### src/rtl/vending_machine_multi_pkg.sv
// Shared coin constants, change-coin encoding and controller state for the
// multi-product vending controller.
package vm_pkg;

  localparam int unsigned COIN_NICKEL  = 5;
  localparam int unsigned COIN_DIME    = 10;
  localparam int unsigned COIN_QUARTER = 25;

  typedef enum logic [1:0] {
    COIN_NONE = 2'b00,
    COIN_N    = 2'b01,
    COIN_D    = 2'b10,
    COIN_Q    = 2'b11
  } coin_type_t;

  typedef enum logic [1:0] {
    ST_IDLE   = 2'b00,
    ST_CREDIT = 2'b01,
    ST_VEND   = 2'b10,
    ST_CHANGE = 2'b11
  } state_t;

endpackage

### src/rtl/vending_machine_multi_change_picker.sv
// Greedy change-coin selector: largest physical coin not exceeding the credit.
// Returns a nickel for anything below a dime; callers mask it when not paying out.
module vm_change_picker
  import vm_pkg::*;
#(
  parameter int VAL_W = 8
) (
  input  logic [VAL_W-1:0] credit_i,
  output coin_type_t       coin_type_o,
  output logic [VAL_W-1:0] coin_val_o
);

  logic [VAL_W:0] credit_ext_s;
  assign credit_ext_s = {1'b0, credit_i};

  // Largest-coin-first choice
  always_comb begin
    coin_type_o = COIN_N;
    coin_val_o  = VAL_W'(COIN_NICKEL);
    if (credit_ext_s >= (VAL_W+1)'(COIN_QUARTER)) begin
      coin_type_o = COIN_Q;
      coin_val_o  = VAL_W'(COIN_QUARTER);
    end else if (credit_ext_s >= (VAL_W+1)'(COIN_DIME)) begin
      coin_type_o = COIN_D;
      coin_val_o  = VAL_W'(COIN_DIME);
    end else begin
      coin_type_o = COIN_N;
      coin_val_o  = VAL_W'(COIN_NICKEL);
    end
  end

endmodule

### src/rtl/vending_machine_multi.sv
// Multi-product vending controller: bounded credit from coin pulses, per-item
// prices, and change paid out serially one greedy coin per cycle.
module vending_machine_multi
  import vm_pkg::*;
#(
  parameter int                          NUM_ITEMS   = 4,
  parameter int                          VAL_W       = 8,
  parameter int                          MAX_CREDIT  = 100,
  parameter logic [NUM_ITEMS*VAL_W-1:0]  ITEM_PRICES = {8'd50, 8'd45, 8'd35, 8'd25},
  localparam int                         IDX_W       = (NUM_ITEMS > 1) ? $clog2(NUM_ITEMS) : 1
) (
  input  logic                 clk,
  input  logic                 rst_n,
  input  logic                 nickel,
  input  logic                 dime,
  input  logic                 quarter,
  input  logic                 sel_valid,
  input  logic [IDX_W-1:0]     sel_idx,
  input  logic                 cancel,
  input  logic [NUM_ITEMS-1:0] sold_out,
  output logic [VAL_W-1:0]     credit,
  output logic                 busy,
  output logic                 coin_reject,
  output logic                 sel_err,
  output logic                 dispense,
  output logic [IDX_W-1:0]     dispense_idx,
  output logic                 coin_out_valid,
  output logic [1:0]           coin_out_type,
  output logic                 change_done
);

  if (NUM_ITEMS < 1 || NUM_ITEMS > 16) begin : g_bad_items
    $error("vending_machine_multi: NUM_ITEMS must be 1..16");
  end
  if ((MAX_CREDIT % 5) != 0 || MAX_CREDIT >= (1 << VAL_W)) begin : g_bad_max
    $error("vending_machine_multi: MAX_CREDIT must be a multiple of 5 below 2^VAL_W");
  end
  for (genvar gi = 0; gi < NUM_ITEMS; gi++) begin : g_price_chk
    if (ITEM_PRICES[gi*VAL_W +: VAL_W] == '0 ||
        (int'(ITEM_PRICES[gi*VAL_W +: VAL_W]) % 5) != 0 ||
        int'(ITEM_PRICES[gi*VAL_W +: VAL_W]) > MAX_CREDIT) begin : g_bad_price
      $error("vending_machine_multi: each price must be a nonzero multiple of 5 <= MAX_CREDIT");
    end
  end

  state_t           state_q, state_d;
  logic [VAL_W-1:0] credit_q, credit_d;
  logic [IDX_W-1:0] idx_q, idx_d;
  logic             coin_reject_q, coin_reject_d;
  logic             sel_err_q, sel_err_d;

  coin_type_t       pick_type_s;
  logic [VAL_W-1:0] pick_val_s;

  vm_change_picker #(.VAL_W(VAL_W)) u_picker (
    .credit_i    (credit_q),
    .coin_type_o (pick_type_s),
    .coin_val_o  (pick_val_s)
  );

  logic [1:0]       coin_cnt_s;
  logic [VAL_W:0]   coin_val_s;
  logic [VAL_W:0]   coin_sum_s;
  logic [VAL_W-1:0] price_s;
  logic             sold_s;
  logic             in_range_s;
  logic             open_s;
  logic             cancel_take_s;
  logic             sel_ok_s;
  logic             sel_take_s;
  logic             sel_refuse_s;
  logic             coin_ok_s;

  // Price and sold-out lookup without indexing out of range
  always_comb begin
    price_s = '0;
    sold_s  = 1'b0;
    for (int i = 0; i < NUM_ITEMS; i++) begin
      price_s = (sel_idx == IDX_W'(i)) ? ITEM_PRICES[i*VAL_W +: VAL_W] : price_s;
      sold_s  = (sel_idx == IDX_W'(i)) ? sold_out[i] : sold_s;
    end
  end

  assign coin_cnt_s = {1'b0, nickel} + {1'b0, dime} + {1'b0, quarter};
  assign coin_val_s = quarter ? (VAL_W+1)'(COIN_QUARTER) :
                      dime    ? (VAL_W+1)'(COIN_DIME)    :
                      nickel  ? (VAL_W+1)'(COIN_NICKEL)  : '0;
  assign coin_sum_s = {1'b0, credit_q} + coin_val_s;
  assign in_range_s = {1'b0, sel_idx} < (IDX_W+1)'(NUM_ITEMS);
  assign open_s     = (state_q == ST_IDLE) || (state_q == ST_CREDIT);

  // Cancel outranks select, and an accepted select or cancel swallows any coin
  assign cancel_take_s = (state_q == ST_CREDIT) && cancel;
  assign sel_ok_s      = in_range_s && !sold_s && ({1'b0, credit_q} >= {1'b0, price_s});
  assign sel_take_s    = open_s && !cancel_take_s && sel_valid && sel_ok_s;
  assign sel_refuse_s  = open_s && !cancel_take_s && sel_valid && !sel_ok_s;
  assign coin_ok_s     = open_s && !cancel_take_s && !sel_take_s && (coin_cnt_s == 2'd1) &&
                         (coin_sum_s <= (VAL_W+1)'(MAX_CREDIT));

  // Next-state and next-credit decode
  always_comb begin
    state_d       = state_q;
    credit_d      = credit_q;
    idx_d         = idx_q;
    coin_reject_d = (coin_cnt_s != 2'd0) && !coin_ok_s;
    sel_err_d     = sel_refuse_s;
    case (state_q)
      ST_IDLE, ST_CREDIT: begin
        if (cancel_take_s) begin
          state_d = ST_CHANGE;
        end else if (sel_take_s) begin
          state_d  = ST_VEND;
          credit_d = credit_q - price_s;
          idx_d    = sel_idx;
        end else if (coin_ok_s) begin
          state_d  = ST_CREDIT;
          credit_d = coin_sum_s[VAL_W-1:0];
        end else begin
          state_d = state_q;
        end
      end
      ST_VEND: begin
        state_d = (credit_q != '0) ? ST_CHANGE : ST_IDLE;
      end
      ST_CHANGE: begin
        credit_d = credit_q - pick_val_s;
        state_d  = (credit_q == pick_val_s) ? ST_IDLE : ST_CHANGE;
      end
      default: begin
        state_d  = ST_IDLE;
        credit_d = '0;
      end
    endcase
  end

  // Controller state and pulse registers
  always_ff @(posedge clk) begin
    if (!rst_n) begin
      state_q       <= ST_IDLE;
      credit_q      <= '0;
      idx_q         <= '0;
      coin_reject_q <= 1'b0;
      sel_err_q     <= 1'b0;
    end else begin
      state_q       <= state_d;
      credit_q      <= credit_d;
      idx_q         <= idx_d;
      coin_reject_q <= coin_reject_d;
      sel_err_q     <= sel_err_d;
    end
  end

  assign credit         = credit_q;
  assign busy           = (state_q == ST_VEND) || (state_q == ST_CHANGE);
  assign coin_reject    = coin_reject_q;
  assign sel_err        = sel_err_q;
  assign dispense       = (state_q == ST_VEND);
  assign dispense_idx   = (state_q == ST_VEND) ? idx_q : '0;
  assign coin_out_valid = (state_q == ST_CHANGE);
  assign coin_out_type  = (state_q == ST_CHANGE) ? pick_type_s : COIN_NONE;
  assign change_done    = (state_q == ST_CHANGE) && (credit_q == pick_val_s);

endmodule

### config.mk
export PLATFORM = sky130hd
export DESIGN_NAME = vending_machine_multi
export DESIGN_NICKNAME = d
export VERILOG_FILES = /design/src/rtl/vending_machine_multi_pkg.sv /design/src/rtl/vending_machine_multi_change_picker.sv /design/src/rtl/vending_machine_multi.sv
export SDC_FILE = /design/constraint.sdc
export NUM_CORES = 1
export LEC_CHECK = 0
export CORE_ASPECT_RATIO = 1.25
export CORE_UTILIZATION = 50
export CTS_CLUSTER_DIAMETER = 40
export DETAILED_ROUTE_END_ITERATION = 16
export MAX_ROUTING_LAYER = met4
export PLACE_DENSITY = 0.75
export SLEW_MARGIN = 20
export SYNTH_ARGS = -nofsm -noshare
export SYNTH_HDL_FRONTEND = slang
export SYNTH_SLANG_ARGS = --single-unit
### constraint.sdc
create_clock -name clk -period 3.8 [get_ports clk]
set_input_delay 0.76 -clock clk [delete_from_list [all_inputs] [get_ports clk]]
set_output_delay 0.76 -clock clk [all_outputs]
set_load 0.05 [all_outputs]
=== Word-level counts from Yosys, hierarchy flattened ===
Cells that the tools add are included.

* Bitwise logic cells: 1
* Magnitude comparators: 4
* Add/sub/neg operators: 5
* Reductions and logical operators: 26
* Mux-type cells: 27
* Equality and inequality tests: 11

{| class="wikitable"
|+ Operators by type and width
! kind !! count
|-
| 2-to-1 mux 8 bit || 4
|-
| 2-to-1 mux 2 bit || 9
|-
| 2-to-1 mux 6 bit || 3
|-
| one-hot mux 8 bit (2 select lines) || 1
|-
| logical AND 1 bit || 11
|-
| 2-to-1 mux 5 bit || 2
|-
| adder 8 x 5 -> 9 bit || 1
|-
| <= comparator 9 x 7 -> 1 bit (second input constant) || 1
|-
| == test 2 bit (second input constant) || 4
|-
| == test 8 bit || 1
|-
| >= comparator 8 x 4 -> 1 bit (second input constant) || 1
|-
| >= comparator 8 x 5 -> 1 bit (second input constant) || 1
|-
| >= comparator 8 x 6 -> 1 bit || 1
|-
| 2-to-1 mux 4 bit || 2
|-
| nonzero test 8 bit || 1
|-
| subtractor 8 x 6 -> 8 bit || 1
|-
| subtractor 8 bit || 1
|-
| == test 2 x 1 -> 1 bit (second input constant) || 3
|-
| one-hot mux 2 bit (3 select lines) || 1
|-
| AND reduction 3 bit || 2
|-
| logical NOT 1 bit || 5
|-
| logical NOT 2 bit || 2
|-
| 2-to-1 mux 1 bit || 4
|-
| inequality test 4 bit (second input constant) || 1
|-
| other kinds (9) || 11
|}

* Bits in registers: 14
* Output and inout port bits: 18
* Logic and storage cells: 79

=== Logic depth before layout (Yosys ltp) ===
Gate-level depths: netlist (run 1).

* Word-level depth: 16
* Depth in mapped cells: 13
* Gate-level depth less buffers: 12

=== Hierarchy ===
Synthesis (run 1) repeated with hierarchy kept, for this count alone.

* Cell total of the unflattened synthesis: 263
* Area total of the unflattened synthesis: 2037.0 µm²

{| class="wikitable"
|+ By module, submodules not included
! module !! area an instance (µm²) !! cells each !! instances !! sequential area each (µm²)
|-
| vending_machine_multi || 1918.1 || 249 || 1 || 280.3
|-
| vm_change_picker || 118.9 || 14 || 1 || 0.0
|}

=== Worst setup path before layout (run 1) ===
No wires, ideal clock.

* Path kind: register to output
* Start: reg credit_q[5] (netlist: credit[5])
* End: out change_done
* Required time: 3040 ps
* Path slack: 284 ps
* Cell stages (with the launch flop): 10
* Arrival time: 2756 ps
* Path through: dfxtp_1 buf_2 or3_1 a31oi_1 nor2b_1 inv_1 ha_1 nand4_1 nor4_1 and2_1

* Word-level cells in the longest chain between the ends: 5
* Elaborated cells on any way between the ends: 6
* Classes of those cells: order compare (2); eq/ne (1); mux (2); reduce/logical (1)

{| class="wikitable"
|+ Ends and longest elaborated chain
! what !! RTL line !! text
|-
| from (decl) || vending_machine_multi.sv:47 || <nowiki>logic [VAL_W-1:0] credit_q, credit_d;</nowiki>
|-
| from (signal assigned) || vending_machine_multi.sv:146 || <nowiki>credit_q <= credit_d;</nowiki>
|-
| >= comparator 8 x 4 -> 1 bit || vending_machine_multi_change_picker.sv:23 || <nowiki>end else if (credit_ext_s >= (VAL_W+1)'(COIN_DIME)) begin</nowiki>
|-
| 2-to-1 mux 4 bit || vending_machine_multi_change_picker.sv:23 ||
|-
| 2-to-1 mux 8 bit || vending_machine_multi_change_picker.sv:20 || <nowiki>if (credit_ext_s >= (VAL_W+1)'(COIN_QUARTER)) begin</nowiki>
|-
| == test 8 bit * || vending_machine_multi.sv:161 || <nowiki>assign change_done = (state_q == ST_CHANGE) && (credit_q == pick_val_s);</nowiki>
|-
| logical AND 1 bit * || vending_machine_multi.sv:161 ||
|-
| to (decl) || vending_machine_multi.sv:29 || <nowiki>output logic change_done</nowiki>
|}

Every way passes the cells marked *; elsewhere a longest branch is shown, timed or not.

=== Worst setup path after layout (run 1) ===
Same ends and word-level chain as after synthesis.

==> results of run 1 <==
through the flow:
step | instances | cell area [um^2]
final | 334 | 2470
after global routing | 334 | 2470
after CTS | 334 | 2460
after detailed placement | 330 | 2410
after global placement | 330 | 2410
after floorplan | 252 | 1960
state kept, by name, indices dropped and copies added (netlist names):
signal and flops:
state_q 2, sel_err 1, credit 8, idx_q 2
coin_reject 1
power groups by stage:
stage	Sequential (W)	Clock (W)	Combinational, W
finish	0.000267	0.000143	0.00143
floorplan	0.000359	0	0.000911
detailed placement	0.000270	0	0.00141
global placement	0.000269	0	0.00139
CTS	0.000267	0.000142	0.00142
global route	0.000275	0.000147	0.00158
final cells by class:
class,instances,share of cell area [%]
tap,40,2.03
inverter,22,3.35
sequential,14,11.4
multi-input combinational,207,62.8
timing repair buffer,47,18.3
clock buffer,4,2.23
cells in the mapped netlist (2+ instances only):
| cell | n | area [um^2] |
|---|---|---|
| sky130_fd_sc_hd__dfxtp_1 | 14 | 280 |
| sky130_fd_sc_hd__a211oi_1 | 4 | 30.0 |
| sky130_fd_sc_hd__xor2_1 | 2 | 17.5 |
| sky130_fd_sc_hd__xnor2_1 | 6 | 52.6 |
| sky130_fd_sc_hd__nor4_1 | 2 | 12.5 |
| sky130_fd_sc_hd__nor3b_1 | 3 | 22.5 |
| sky130_fd_sc_hd__a21oi_1 | 16 | 80.1 |
| sky130_fd_sc_hd__and3b_1 | 2 | 17.5 |
| sky130_fd_sc_hd__buf_6 | 2 | 22.5 |
| sky130_fd_sc_hd__inv_1 | 22 | 82.6 |
| sky130_fd_sc_hd__nand4_1 | 6 | 37.5 |
| sky130_fd_sc_hd__nand2_1 | 27 | 101 |
| sky130_fd_sc_hd__o211ai_1 | 6 | 45.0 |
| sky130_fd_sc_hd__a31oi_1 | 4 | 25.0 |
| sky130_fd_sc_hd__or3_1 | 3 | 18.8 |
| sky130_fd_sc_hd__ha_1 | 21 | 263 |
| sky130_fd_sc_hd__nand2b_1 | 4 | 25.0 |
| sky130_fd_sc_hd__fa_1 | 4 | 80.1 |
| sky130_fd_sc_hd__nand3b_1 | 2 | 15.0 |
| sky130_fd_sc_hd__o31ai_1 | 2 | 15.0 |
| sky130_fd_sc_hd__and2_1 | 3 | 18.8 |
| sky130_fd_sc_hd__clkbuf_1 | 4 | 15.0 |
| sky130_fd_sc_hd__o21ai_0 | 15 | 75.1 |
| sky130_fd_sc_hd__nor2b_1 | 7 | 43.8 |
| sky130_fd_sc_hd__nand3_1 | 4 | 20.0 |
| sky130_fd_sc_hd__nor3_1 | 2 | 10.0 |
| sky130_fd_sc_hd__mux2i_1 | 7 | 70.1 |
| sky130_fd_sc_hd__o2111ai_1 | 3 | 26.3 |
| sky130_fd_sc_hd__a21boi_0 | 2 | 15.0 |
| sky130_fd_sc_hd__o21a_1 | 5 | 37.5 |
| sky130_fd_sc_hd__nor2_1 | 18 | 67.6 |
| sky130_fd_sc_hd__buf_2 | 3 | 15.0 |
layer usage:
| metal | share of wire (%) | GRT usage, % |
|---|---|---|
| met1 | 42 | 35.0 |
| met2 | 53 | 49.2 |
| met3 | 3.4 | 3.21 |
| met4 | 2.1 | 10.3 |
| met5 | 0 | - |
layout by cell type, fill, tap and decap left out, types with 3 or more instances in the layout:
master,netlist,layout
sky130_fd_sc_hd__clkdlybuf4s50_1,0,29
sky130_fd_sc_hd__nand2_1,27,27
sky130_fd_sc_hd__inv_1,22,22
sky130_fd_sc_hd__ha_1,21,21
sky130_fd_sc_hd__nor2_1,18,18
sky130_fd_sc_hd__a21oi_1,16,16
sky130_fd_sc_hd__buf_4,0,16
sky130_fd_sc_hd__o21ai_0,15,15
sky130_fd_sc_hd__dfxtp_1,14,14
sky130_fd_sc_hd__nor2b_1,7,7
sky130_fd_sc_hd__mux2i_1,7,7
sky130_fd_sc_hd__nand4_1,6,6
sky130_fd_sc_hd__xnor2_1,6,6
sky130_fd_sc_hd__o211ai_1,6,6
sky130_fd_sc_hd__o21a_1,5,5
sky130_fd_sc_hd__a31oi_1,4,4
sky130_fd_sc_hd__nand2b_1,4,4
sky130_fd_sc_hd__nand3_1,4,4
sky130_fd_sc_hd__fa_1,4,4
sky130_fd_sc_hd__clkbuf_8,0,4
sky130_fd_sc_hd__or3_1,3,3
sky130_fd_sc_hd__and2_1,3,3
sky130_fd_sc_hd__nor3b_1,3,3
sky130_fd_sc_hd__o2111ai_1,3,3
sky130_fd_sc_hd__a211oi_1,4,3
critical path, cell delays in order, from the launching register on:
cell                      delay, ns
sky130_fd_sc_hd__dfxtp_1       0.32
sky130_fd_sc_hd__or3_1         0.47
sky130_fd_sc_hd__nor3_1        0.43
sky130_fd_sc_hd__inv_1         0.09
sky130_fd_sc_hd__ha_1          0.33
sky130_fd_sc_hd__nand2_1       0.08
sky130_fd_sc_hd__nor4_1        0.42
sky130_fd_sc_hd__and2_1        0.26
sky130_fd_sc_hd__buf_12        0.15
cells by family after synthesis:
family,count (synthesis)
simple gates,93
compound gates,73
buf+inv,31
fa+ha+maj,25
flops,14
xor+xnor,8
mux,8
path summary, 6_finish.rpt:
| check | start | end | slack (ns) | cells after the start |
|---|---|---|---|---|
| worst max-delay path | credit[5] | change_done | 0.24 | 8 |
| worst min-delay path | idx_q[1] | idx_q[1] | 0.45 | 2 |
| worst max register to register | credit[5] | credit[7] | 0.51 | 12 |
| worst min register to register | idx_q[1] | idx_q[1] | 0.45 | 2 |
timing repair:
item                                    in CTS  in global routing
gates resized for setup                      0                  1
endpoints found under the setup margin       0                  1
buffers inserted                             0                  0
endpoints found under the hold margin        0                  0
hold buffers                                 0                  0
==> implementation parameters, run 1 <==
Parameter                              Value

Power
  Switching share of total power ... 51.6%
  Total net switching power ... 0.000950 W
  Final total power ... 0.00184 W
  Static leakage ... 1.02 nW
  Pwr per Cell Area ... 746 mW/mm^2
  Power share of the clock group ... 7.8%
  Pint ... 0.000890 W
  Combinational power share ... 77.7%
  Worst ir drop on vdd ... 0.000448 V
  Sequential cell fraction of total power ... 14.5%

Clock network
  H-Tree Depth ... 1
  Clock root buffer ... sky130_fd_sc_hd__clkbuf_8
  TritonCTS clock tree ... yes
  Number of buffers on the longest clock path ... 2
  TritonCTS sink count ... 14
  Clock edge transition at the registers on the reported setup and hold paths ... 0.06 ns
  Number of buffers inserted during clock tree synthesis ... 3
  Source-to-sink clock delay at the later pin of the worst-skew pair ... 0.25 ns

Setup path
  Required arrival time at the worst endpoint ... 3.04 ns
  CP endpoint kind ... output port
  Kind of start point of the critical path ... register
  Type of the setup path with the least slack ... reg -> out
  Max Fanout on Critical Path ... 4
  CP arrival ... 2.80 ns

Global routing
  Global-route wire length before repair ... 9140 um
  Antenna violations before repair ... 0
  GR Overflow Total ... 0
  Via count of the first global-routing pass ... 1996
  Largest net degree at the start of global routing ... 19
  Overall Global Routing Usage ... 28.9%

STA
  Setup-violating endpoint count in the final report ... 0
  Skew final ... 0.00399 ns
  Setup repair after global routing missed its margin ... false
  Hold violation count in the final report ... 0
  Total count of max-transition violations in the final report ... 0
  Minimum setup slack in the final design ... 0.236 ns
  Measured slew at the worst slew-check pin ... 0.784 ns
  Shortest clock period the worst path allows after layout ... 3.56 ns
  Maximum achievable frequency ... 281 MHz
  Part of the cycle the worst path needs ... 93.8%
  Setup TNS after final layout ... 0 ns
  Tightest hold margin ... 0.451 ns
  Worst max-slew margin expressed relative to the limit ... 47.4%

Worst hold path
  Worst hold path class ... reg -> reg

Floorplanning
  Number of core rows ... 25
  Core area ... 0.00375 mm^2
  I/O pin count ... 31
  Effective utilization at floorplan ... 52.2%
  Die Y-Extent ... 72.0 um
  Die X-Extent ... 58.0 um
  Area of the die ... 0.00417 mm^2

Placement
  Count of buffers inserted at the top-level ports ... 30
  Hpwl dp ... 4420 um
  Final weighted congestion in routability-driven placement ... 0.919
  Setup Slack @ Placement ... -0.0100 ns

Synthesis
  Mapped Avg Cell Area ... 7.78 um^2
  Synth Area in XOR/XNOR ... 3.58%
  Multiplexer area fraction after synthesis ... 4.15%
  Number of enable flip-flop cells after synthesis ... 0
  Register bit total from synthesis ... 14
  Area fraction in compound gates after synthesis ... 27.5%
  Dominant combinational cell family by area after synthesis ... compound AO/OA/AOI/OAI gates
  Count of distinct cell types in the synthesized netlist ... 59
  Simple-gate portion of the synthesized area ... 26.1%
  Synth Warn # ... 0
  Area of the mapped netlist ... 0.00196 mm^2
  Share of synthesized area occupied by flip-flops and latches ... 14.3%
  Most used flip-flop cell after synthesis ... sky130_fd_sc_hd__dfxtp_1
  Post-synthesis instance total ... 252
  Adder and majority gate portion of the synthesized area ... 17.5%
  Post-synth ARST share ... 0%
  Post-synthesis net count ... 290

Drt
  First-pass detailed-route iteration total ... 13
  Via count of the routed design ... 2056
  DRT antenna net count ... 0
  # DRC ... 1
  Routed via count divided by cell count ... 6.16
  Iteration-0 DRC Markers ... 214
  Total Wirelength ... 5400 um
  Average routed wire per standard cell ... 16.2 um

Layout
  Fraction of the core area covered by cells at the end of the flow ... 65.7%
  Total area of multi-input combinational cells ... 0.00155 mm^2
  Fill cells ... 315
  Post-layout nets ... 333
  Antenna cell count ... 0
  Fraction of final layout cells with drive strength greater than 1 ... 12.6%
  Area used by sequential logic in the layout ... 280 um^2
  Synthesis-to-layout area growth ... 25.9%

Outcome
  Violated checks ... DRC
  Run status ... finished with violations

Job
  Max-cap viol count ... 0
(Power assumes the default switching activity.)
==> inputs of run 2 (changes only) <==
--- a/config.mk
+++ b/config.mk
@@ -5,12 +5,12 @@
 export SDC_FILE = /design/constraint.sdc
 export NUM_CORES = 1
 export LEC_CHECK = 0
-export CORE_ASPECT_RATIO = 1.25
-export CORE_UTILIZATION = 50
+export CORE_UTILIZATION = 55
 export CTS_CLUSTER_DIAMETER = 40
 export DETAILED_ROUTE_END_ITERATION = 16
 export MAX_ROUTING_LAYER = met4
-export PLACE_DENSITY = 0.75
+export PLACE_DENSITY = 0.82
+export RECOVER_POWER = 50
 export SLEW_MARGIN = 20
 export SYNTH_ARGS = -nofsm -noshare
 export SYNTH_HDL_FRONTEND = slang
==> run 2 against run 1 <==
The flow now finishes without violations. First-iteration DRC count fell by 36%. Routed wire length is 0.20% higher. Global-route usage increased by 2.4 points. Design area decreased by 1.1%. Worst hold slack better by 0.014 ns. Critical endpoint unchanged.
==> implementation parameters, run 2 (synthesized netlist as in run 1, its figures left out) <==
Parameter                              Value

Clock network
  Setup bufs post-CTS ... 0 (unchanged)
  TritonCTS clock tree ... yes (unchanged)
  TritonCTS sink count ... 14 (unchanged)
  Source-to-sink clock delay at the later pin of the worst-skew pair ... 0.29 ns (was 0.25 ns)
  Number of buffers inserted during clock tree synthesis ... 3 (unchanged)
  Clock edge transition at the registers on the reported setup and hold paths ... 0.10 ns (was 0.06 ns)
  H-Tree Depth ... 1 (unchanged)
  Clock root buffer ... sky130_fd_sc_hd__clkbuf_4 (was sky130_fd_sc_hd__clkbuf_8)
  Number of buffers on the longest clock path ... 2 (unchanged)
  Total of hold buffers inserted after clock tree synthesis ... 0 (unchanged)

Drt
  First-pass detailed-route iteration total ... 5 (was 13)
  DRT antenna net count ... 0 (unchanged)
  # DRC ... 0 (was 1)
  Routed via count divided by cell count ... 6.01 (was 6.16)
  Total Wirelength ... 5410 um (was 5400 um)
  Iteration-0 DRC Markers ... 138 (was 214)
  Via count of the routed design ... 2033 (was 2056)
  Average routed wire per standard cell ... 16.0 um (was 16.2 um)

STA
  Measured slew at the worst slew-check pin ... 0.690 ns (was 0.784 ns)
  Setup TNS after final layout ... 0 ns (unchanged)
  Part of the cycle the worst path needs ... 95.4% (was 93.8%)
  Setup-violating endpoint count in the final report ... 0 (unchanged)
  Skew final ... 0.0110 ns (was 0.00399 ns)
  Shortest clock period the worst path allows after layout ... 3.62 ns (was 3.56 ns)
  Hold violation count in the final report ... 0 (unchanged)
  Minimum setup slack in the final design ... 0.175 ns (was 0.236 ns)
  Total count of max-transition violations in the final report ... 0 (unchanged)
  Maximum achievable frequency ... 276 MHz (was 281 MHz)
  Setup repair after global routing missed its margin ... false (unchanged)
  Worst max-slew margin expressed relative to the limit ... 53.7% (was 47.4%)

Global routing
  Global-route wire length before repair ... 8490 um (was 9140 um)
  Antenna violations before repair ... 0 (unchanged)
  Via count of the first global-routing pass ... 1859 (was 1996)
  Overall Global Routing Usage ... 31.3% (was 28.9%)
  GR Overflow Total ... 0 (unchanged)
  Largest net degree at the start of global routing ... 19 (unchanged)

Power
  Static leakage ... 1.05 nW (was 1.02 nW)
  Pwr per Cell Area ... 733 mW/mm^2 (was 746 mW/mm^2)
  Worst ir drop on vdd ... 0.000523 V (was 0.000448 V)

Layout
  Commonest cells after routing, fill and taps aside ... 27 x sky130_fd_sc_hd__nand2_1, 22 x sky130_fd_sc_hd__inv_1, 21 x sky130_fd_sc_hd__ha_1 (was 29 x sky130_fd_sc_hd__clkdlybuf4s50_1, 27 x sky130_fd_sc_hd__nand2_1, 22 x sky130_fd_sc_hd__inv_1)
  Fill cells ... 307 (was 315)
  Final standard cell area without fillers ... 0.00244 mm^2 (was 0.00247 mm^2)
  Synthesis-to-layout area growth ... 24.6% (was 25.9%)
  Number of flip-flops under the largest register name ... 8 (unchanged)
  Leading cell type in the layout, fill and taps excluded ... sky130_fd_sc_hd__nand2_1 (was sky130_fd_sc_hd__clkdlybuf4s50_1)
  Fraction of final layout cells with drive strength greater than 1 ... 12.0% (was 12.6%)
  Post-layout nets ... 331 (was 333)
  Total area of multi-input combinational cells ... 0.00155 mm^2 (unchanged)
  Area used by sequential logic in the layout ... 280 um^2 (unchanged)
  Antenna cell count ... 0 (unchanged)

Placement
  Cell area reported after detailed placement ... 0.00240 mm^2 (was 0.00241 mm^2)
  Setup Slack @ Placement ... 0.0174 ns (was -0.0100 ns)
  Final weighted congestion in routability-driven placement ... 0.958 (was 0.919)
  Hpwl dp ... 4420 um (about the same)
  Count of buffers inserted at the top-level ports ... 30 (unchanged)

Floorplanning
  I/O pin count ... 31 (unchanged)
  Area of the die ... 0.00381 mm^2 (was 0.00417 mm^2)
  Core area ... 0.00336 mm^2 (was 0.00375 mm^2)
  Effective utilization at floorplan ... 58.3% (was 52.2%)
  Number of core rows ... 21 (was 25)
  Die X-Extent ... 61.7 um (was 58.0 um)
  Die Y-Extent ... 61.7 um (was 72.0 um)

Setup path
  Reg-to-reg setup timing slack ... 0.64 ns (was 0.51 ns)
  CP endpoint kind ... output port (unchanged)
  Required arrival time at the worst endpoint ... 3.04 ns (about the same)
  Type of the setup path with the least slack ... reg -> out (unchanged)
  Kind of start point of the critical path ... register (unchanged)
  CP arrival ... 2.86 ns (was 2.80 ns)
  Max Fanout on Critical Path ... 13 (was 4)

Worst hold path
  Worst hold path class ... reg -> reg (unchanged)

Outcome
  Run status ... finished clean (was finished with violations)

Job
  Max-cap viol count ... 0 (unchanged)
run 2: worst max-delay path: stages (launching register included):
cell and delay [ns]:
sky130_fd_sc_hd__dfxtp_1 0.45, sky130_fd_sc_hd__or3_1 0.44, sky130_fd_sc_hd__nor3_1 0.41, sky130_fd_sc_hd__inv_1 0.09
sky130_fd_sc_hd__ha_1 0.33, sky130_fd_sc_hd__nand2_1 0.09, sky130_fd_sc_hd__nor4_1 0.37, sky130_fd_sc_hd__and2_1 0.24
sky130_fd_sc_hd__buf_12 0.15
run 2: layer usage:
metal  part of all wire [%]  track usage [%]  up-vias  wire length (um)
met5                      0                -        -                 0
met4                    1.4             8.89        0                77
met3                    6.1             2.31       10               329
met2                     50             53.8       84              2680
met1                     43             39.2      939              2320
li1                       -                -     1000                 -
run 2: worst paths after layout:
check / from / end / cells past startpoint
worst max-delay path: credit[7] / change_done / 8
worst min-delay path: idx_q[0] / idx_q[0] / 2
worst max register to register: credit[7] / credit[7] / 12
worst min register to register: idx_q[0] / idx_q[0] / 2
run 2: where the power goes:
group          switching [W]  leakage (nW)  internal, W  total [W]
Sequential         0.0000764         0.114     0.000190   0.000267
Combinational       0.000820         0.915     0.000584    0.00140
Clock              0.0000591        0.0210    0.0000583   0.000117
run 2: what timing repair did:
item / 4_1_cts / 5_1_grt
hold endpoints to repair: 0 / 0
gates resized for setup: 0 / 1
setup endpoints to repair: 0 / 2
run 2: layout make-up:
cell class / instances / share of cell area, %
inverter: 22 / 3.38
multi-input combinational: 207 / 63.5
sequential: 14 / 11.5
timing repair buffer: 45 / 17.8
clock buffer: 4 / 1.49
tap: 46 / 2.36
run 2: through the flow:
stage               hold slack (ns)  total power, W  util (%)  cells
detailed placement            0.450         0.00166      71.4    334
CTS                           0.463         0.00178      72.4    338
global route                  0.492         0.00192      72.6    338
floorplan                     0.432         0.00127         -    252
global placement              0.445         0.00163      71.4    334
finish                        0.465         0.00179      72.6    338
